==> config.mk <==
export PLATFORM = sky130hd
export DESIGN_NAME = incrementer_timer
export DESIGN_NICKNAME = d
export VERILOG_FILES = /design/src/rtl/incrementer_pkg.sv /design/src/rtl/inc_datapath.sv /design/src/rtl/incrementer_timer.sv
export SDC_FILE = /design/constraint.sdc
export NUM_CORES = 1
export LEC_CHECK = 0
export CORE_UTILIZATION = 40
export CTS_CLUSTER_SIZE = 28
export DETAILED_ROUTE_END_ITERATION = 16
export PLACE_DENSITY_LB_ADDON = 0.05
export RECOVER_POWER = 25
export SYNTH_ARGS = -nofsm -noshare
export SYNTH_HDL_FRONTEND = slang
export SYNTH_HIERARCHICAL = 1
export SYNTH_SLANG_ARGS = --single-unit
==> constraint.sdc <==
create_clock -name clk -period 1.7 [get_ports clk]
set_clock_uncertainty 0.1 [all_clocks]
set_input_delay 0.34 -clock clk [delete_from_list [all_inputs] [get_ports clk]]
set_output_delay 0.34 -clock clk [all_outputs]
set_load 0.03 [all_outputs]
==> src/rtl/incrementer_pkg.sv <==
// Shared definitions for the incrementer timer: FSM state encoding and default width.
package incrementer_pkg;

  localparam int WIDTH_DEFAULT = 4;

  typedef enum logic [1:0] {
    IDLE = 2'b00,
    RUN  = 2'b01,
    DONE = 2'b10
  } state_t;

endpackage

==> src/rtl/inc_datapath.sv <==
// Count register with +1 adder and the two limit comparators used by the FSM.
module inc_datapath
  import incrementer_pkg::*;
#(
  parameter int WIDTH = WIDTH_DEFAULT
) (
  input  logic             clk,
  input  logic             reset,
  input  logic             clr,
  input  logic             inc,
  input  logic [WIDTH-1:0] limit,
  output logic [WIDTH-1:0] count,
  output logic             at_limit,
  output logic             last_step
);

  // One extra bit so count+1 can be compared against an all-ones limit without wrapping.
  logic [WIDTH:0] count_plus;

  assign count_plus = {1'b0, count} + {{WIDTH{1'b0}}, 1'b1};

  always_ff @(posedge clk) begin
    if (reset) begin
      count <= '0;
    end else if (clr) begin
      count <= '0;
    end else if (inc) begin
      count <= count_plus[WIDTH-1:0];
    end
  end

  assign at_limit  = (count == limit);
  assign last_step = (count_plus == {1'b0, limit});

endmodule

==> src/rtl/incrementer_timer.sv <==
// Count-up timer: counts increments from 0 to a loaded limit, pulsing done on arrival.
//
// state | meaning
// IDLE  | no run active; count held
// RUN   | counting increments toward the limit
// DONE  | count parked at the limit until load, start or abort
module incrementer_timer
  import incrementer_pkg::*;
#(
  parameter int WIDTH = WIDTH_DEFAULT
) (
  input  logic             clk,
  input  logic             reset,
  input  logic             load,
  input  logic [WIDTH-1:0] limit_value,
  input  logic             start,
  input  logic             increment,
  input  logic             abort,
  output logic [WIDTH-1:0] count,
  output logic             busy,
  output logic             done,
  output logic             at_limit,
  output logic             err
);

  state_t           state_q, state_next;
  logic [WIDTH-1:0] limit_q, limit_next;
  logic             err_q, err_next;
  logic             done_q, done_next;
  logic             cnt_clr, cnt_inc;
  logic             last_step;

  inc_datapath #(.WIDTH(WIDTH)) u_datapath (
    .clk       (clk),
    .reset     (reset),
    .clr       (cnt_clr),
    .inc       (cnt_inc),
    .limit     (limit_q),
    .count     (count),
    .at_limit  (at_limit),
    .last_step (last_step)
  );

  always_ff @(posedge clk) begin
    if (reset) begin
      state_q <= IDLE;
      limit_q <= '0;
      err_q   <= 1'b0;
      done_q  <= 1'b0;
    end else begin
      state_q <= state_next;
      limit_q <= limit_next;
      err_q   <= err_next;
      done_q  <= done_next;
    end
  end

  // Priority: load > abort > start > increment; reset is handled in the register block.
  always_comb begin
    state_next = state_q;
    limit_next = limit_q;
    err_next   = err_q;
    done_next  = 1'b0;
    cnt_clr    = 1'b0;
    cnt_inc    = 1'b0;
    if (load) begin
      limit_next = limit_value;
      cnt_clr    = 1'b1;
      err_next   = 1'b0;
      state_next = IDLE;
    end else if (abort) begin
      state_next = IDLE;
    end else if (start) begin
      cnt_clr = 1'b1;
      if (limit_q == '0) begin
        state_next = DONE;
        done_next  = 1'b1;
      end else begin
        state_next = RUN;
      end
    end else if (increment) begin
      case (state_q)
        RUN: begin
          cnt_inc = 1'b1;
          if (last_step) begin
            state_next = DONE;
            done_next  = 1'b1;
          end
        end
        default: err_next = 1'b1;
      endcase
    end
    if (state_q != IDLE && state_q != RUN && state_q != DONE) begin
      state_next = IDLE;
    end
  end

  assign busy = (state_q == RUN);
  assign done = done_q;
  assign err  = err_q;

endmodule

==> results_tabular.tex <==
\begin{tabular}{lr}
\hline
Metric & Value \\
\hline
\multicolumn{2}{l}{\textbf{Status}} \\
\quad Outcome & complete, but fails checks \\
\quad Violated checks & negative setup slack \\
\multicolumn{2}{l}{\textbf{Drt}} \\
\quad Uppermost metal layer occupied by signal nets & met4 \\
\quad WL per Instance & 14.56 µm \\
\quad Via total after detailed routing & 637 \\
\quad Drt initial violations & 13 \\
\quad First-pass iteration count of the detailed router & 4 \\
\quad DR DRC count & 0 \\
\quad Metal-1 WL & 735 µm \\
\quad Overall routed net length & 1703 µm \\
\quad Antenna-violating nets left & 0 \\
\quad Met3 wire len & 88 µm \\
\quad Via count normalized by instance count & 5.444 \\
\quad Met2 routed WL & 823 µm \\
\multicolumn{2}{l}{\textbf{Setup path}} \\
\quad Cell with the largest stage delay on the worst path & sky130\_fd\_sc\_hd\_\_clkdlybuf4s50\_1 \\
\quad Critical path startpoint category & input port \\
\quad Path length in cells of the critical path & 7 \\
\quad Cell breakdown of the critical path & clkdlybuf4s50\_1, nor3b\_1, nor3b\_2, buf\_4, nand4\_1, xor2\_1, nor3\_1 \\
\quad Family of cells with the greatest summed delay on the critical path & simple AND/OR/NAND/NOR gates \\
\quad Buf/Inv on CP & 2 \\
\quad Worst path arrival time & 1.93 ns \\
\quad Critical register-to-register path startpoint & u\_datapath/count[0] \\
\quad Critical path fanouts, max & 4 \\
\quad Required time reported for the critical path endpoint & 1.79 ns \\
\quad Setup Crit Path Kind & input port to flop \\
\quad End of the worst register-to-register path & state\_q[1] \\
\quad Stage delay of the slowest cell on the critical path & 0.48 ns \\
\quad Worst reg-to-reg path cell count & 6 \\
\quad Worst setup path end & u\_datapath/count[3] \\
\quad CP endpoint kind & flop \\
\quad R2R setup slack & -0.10 ns \\
\quad Start point of the critical path & increment \\
\multicolumn{2}{l}{\textbf{Flow run}} \\
\quad Max-cap violations & 0 \\
\multicolumn{2}{l}{\textbf{Cells and area}} \\
\quad Fraction of final layout cells sized beyond drive strength 1 & 38.61\% \\
\quad Count of fill cells added during filler insertion & 127 \\
\quad Layout area overhead & 62.77\% \\
\quad Nets@finish & 113 \\
\quad Post-Layout Inst Area & 0.001045 mm² \\
\quad Ant. Diodes & 0 \\
\quad Fin cells & 117 \\
\multicolumn{2}{l}{\textbf{Synth}} \\
\quad Number of storage elements in the synthesis netlist & 12 \\
\quad Cell area after technology mapping & 641.9 µm² \\
\quad Warnings, synthesis & 6 \\
\quad Cells after synthesis & 65 \\
\quad Post-synthesis cell type count & 29 \\
\quad Top cell type by total area after synthesis & sky130\_fd\_sc\_hd\_\_dfxtp\_1 \\
\quad Average footprint of a synthesized cell & 9.875 µm² \\
\quad Syn Nets & 76 \\
\quad Dominant cells by area after synthesis & sky130\_fd\_sc\_hd\_\_dfxtp\_1 (37\%), sky130\_fd\_sc\_hd\_\_mux2i\_1 (7.8\%), sky130\_fd\_sc\_hd\_\_xor2\_1 (6.8\%), sky130\_fd\_sc\_hd\_\_xnor2\_1 (4.1\%), sky130\_fd\_sc\_hd\_\_nor3\_1 (3.9\%) \\
\quad Area share of the largest cell type after synthesis & 37.43\% \\
\quad Sequential-to-total area share from yosys stat & 37.43\% \\
\multicolumn{2}{l}{\textbf{Power}} \\
\quad Switching power of the nets & 0.1643 mW \\
\quad Total power & 0.6463 mW \\
\quad Proportion of total power due to net switching & 25.43\% \\
\quad Total internal power & 0.4820 mW \\
\quad Clock share of power & 35.4\% \\
\quad PD cells & 618.6 mW/mm² \\
\quad Combinational share of power & 18.8\% \\
\quad Seq pwr share & 45.9\% \\
\quad Max VDD drop & 0.3970 mV \\
\quad LEAKAGE & 0.4759 nW \\
\multicolumn{2}{l}{\textbf{Global route}} \\
\quad Global-route wire length before repair & 2691 µm \\
\quad Pin count of the biggest net entering global routing & 10 \\
\quad Vias in the first global route & 617 \\
\quad Initial antenna violation count & 0 \\
\quad Total track usage & 20.56\% \\
\quad Grt total ovfl & 0 \\
\multicolumn{2}{l}{\textbf{Clocking}} \\
\quad Worst-path clk slew & 0.08 ns \\
\quad TritonCTS clock tree & done \\
\quad Max Root-Sink Buffers & 2 \\
\quad Root Buffer Master & sky130\_fd\_sc\_hd\_\_clkbuf\_4 \\
\quad Clock insertion delay at the later pin of the skew report & 0.27 ns \\
\quad CTS buffer count & 3 \\
\quad Max H-tree Level & 1 \\
\quad Clock sink total & 12 \\
\quad Hold buffer count at cts & 0 \\
\multicolumn{2}{l}{\textbf{Floorplanning}} \\
\quad Number of core rows & 14 \\
\quad Initial core utilization & 42.61\% \\
\quad DIE HEIGHT & 42.06 µm \\
\quad Placeable core area & 0.001506 mm² \\
\quad Horizontal extent of the die & 42.06 µm \\
\quad I/O pin count & 18 \\
\quad Die footprint & 0.001769 mm² \\
\multicolumn{2}{l}{\textbf{Timing}} \\
\quad Unrepaired setup endpoints after global routing & true \\
\quad Setup TNS & -0.5760 ns \\
\quad Number of failing setup endpoints in the final timing report & 7 \\
\quad Post-Route Hold Slack & 0.4111 ns \\
\quad Final max-slew violation count & 0 \\
\quad Final hold violation count & 0 \\
\quad Portion of the clock cycle consumed by the worst path in the final layout & 108.0\% \\
\quad Final worst path period need & 1.836 ns \\
\quad Peak Freq & 544.5 MHz \\
\quad Pin slew with the least headroom to its limit & 0.4655 ns \\
\quad Worst max-slew margin expressed relative to the limit & 68.63\% \\
\quad Setup slack after layout & -0.1364 ns \\
\multicolumn{2}{l}{\textbf{Hold path}} \\
\quad Worst Hold Class & input port to flop \\
\multicolumn{2}{l}{\textbf{Placed design}} \\
\quad Routability cong. & 0.7510 \\
\quad Post-detail-place hpwl & 1148 µm \\
\quad Number of input and output port buffers inserted & 17 \\
\quad Placed cell areas & 943.4 µm² \\
\quad Instance count after placement with tap cells included & 110 \\
\hline
\end{tabular}
[worst min-delay path, stage by stage]
cell                             delay [ns]
sky130_fd_sc_hd__dlymetal6s2s_1        0.12
sky130_fd_sc_hd__buf_4                 0.13
sky130_fd_sc_hd__or3_4                 0.11
sky130_fd_sc_hd__nor3b_1               0.04
[final cells by class]
type / instances / area, µm² / area share [%]
clock buffers: 4 / 36.28 / 3.473
inverters: 2 / 7.507 / 0.7186
multi-input cells: 49 / 441.7 / 42.28
flip-flops and latches: 12 / 250.2 / 23.95
well taps: 16 / 20.02 / 1.916
repair buffers: 34 / 289.0 / 27.66
[power by group through the flow]
stage          Sequential [mW]  Combinational (mW)  Clock, mW
6_report                 0.296               0.121      0.229
3_5_place_dp             0.301               0.116          0
2_1_floorplan            0.302              0.0566          0
5_1_grt                  0.297               0.129      0.248
4_1_cts                  0.296               0.120      0.235
3_3_place_gp             0.301               0.115          0
[metrics by stage]
stage	setup WS, ns	utilization [%]
2_1_floorplan	0.01056	-
3_3_place_gp	-0.2449	62.62
3_5_place_dp	-0.2852	62.62
4_1_cts	-0.1181	68.52
5_1_grt	-0.1596	69.35
6_report	-0.1364	69.35
[how the worst min path moves through the flow]
| stage | from | end | slack [ns] | depth (start not counted) |
|---|---|---|---|---|
| floorplan | reset | u_datapath/count[0] | 0.31 | 1 |
| global route | abort | done | 0.41 | 4 |
| detailed placement | err | err | 0.41 | 2 |
| global placement | err | err | 0.41 | 2 |
| CTS | err | err | 0.42 | 2 |
| finish | abort | done | 0.41 | 4 |
[state kept, by name, indices dropped and copies added, names as in the netlist]
register / cells
u_datapath/count: 4
limit_q: 4
err: 1
state_q: 2
done: 1
[cell usage in the layout, fill, tap and decap left out, types with 2 or more instances in the layout]
cell	count
sky130_fd_sc_hd__nand2_1	3
sky130_fd_sc_hd__nor3b_1	2
sky130_fd_sc_hd__nand2b_1	3
sky130_fd_sc_hd__a21oi_2	2
sky130_fd_sc_hd__dlygate4sd2_1	6
sky130_fd_sc_hd__nor3_1	4
sky130_fd_sc_hd__clkbuf_4	3
sky130_fd_sc_hd__clkdlybuf4s50_1	7
sky130_fd_sc_hd__dfxtp_4	2
sky130_fd_sc_hd__dfxtp_2	2
sky130_fd_sc_hd__nor2_1	4
sky130_fd_sc_hd__buf_4	15
sky130_fd_sc_hd__buf_6	2
sky130_fd_sc_hd__mux2i_1	5
sky130_fd_sc_hd__inv_1	2
sky130_fd_sc_hd__dfxtp_1	8
sky130_fd_sc_hd__xor2_1	3
sky130_fd_sc_hd__xor2_2	2
sky130_fd_sc_hd__xnor2_1	3
[cell families after synthesis]
group | synth area share, %
AND/OR/NAND/NOR | 23.39
flip-flops | 37.43
AO/OA/AOI/OAI | 12.28
XOR/XNOR | 13.45
multiplexers | 7.798
buffers and inverters | 3.703
adder cells (fa/ha/maj) | 1.949
[repair_timing]
action                     4_1_cts  5_1_grt
buffers inserted                 2        1
setup endpoints to repair       11        9
pin swaps                        3        2
gates resized for setup         14        6
[metal layers]
metal | GRT usage, % | vias up
li1 | - | 300
met1 | 26.16 | 301
met2 | 33.75 | 30
met3 | 3.879 | 6
met4 | 9.375 | 0
met5 | 0 | -
[cells in the mapped netlist (all sizes together)]
cell type and instances:
a21oi 3, a311o 1, nand3 1, nor2 4, and3 1, xor2 6, nor3 5, xnor2 3
mux2i 5, nor4b 1, buf 1, o211ai 1, inv 2, nand2 3, ha 1, a21boi 1
nor3b 3, a31oi 1, nand2b 3, or3 1, nand3b 1, o41ai 1, clkbuf 1, a21o 1
nand4 1, dfxtp 12, nor4 1
Note: power is estimated with default switching activity, not from simulation.
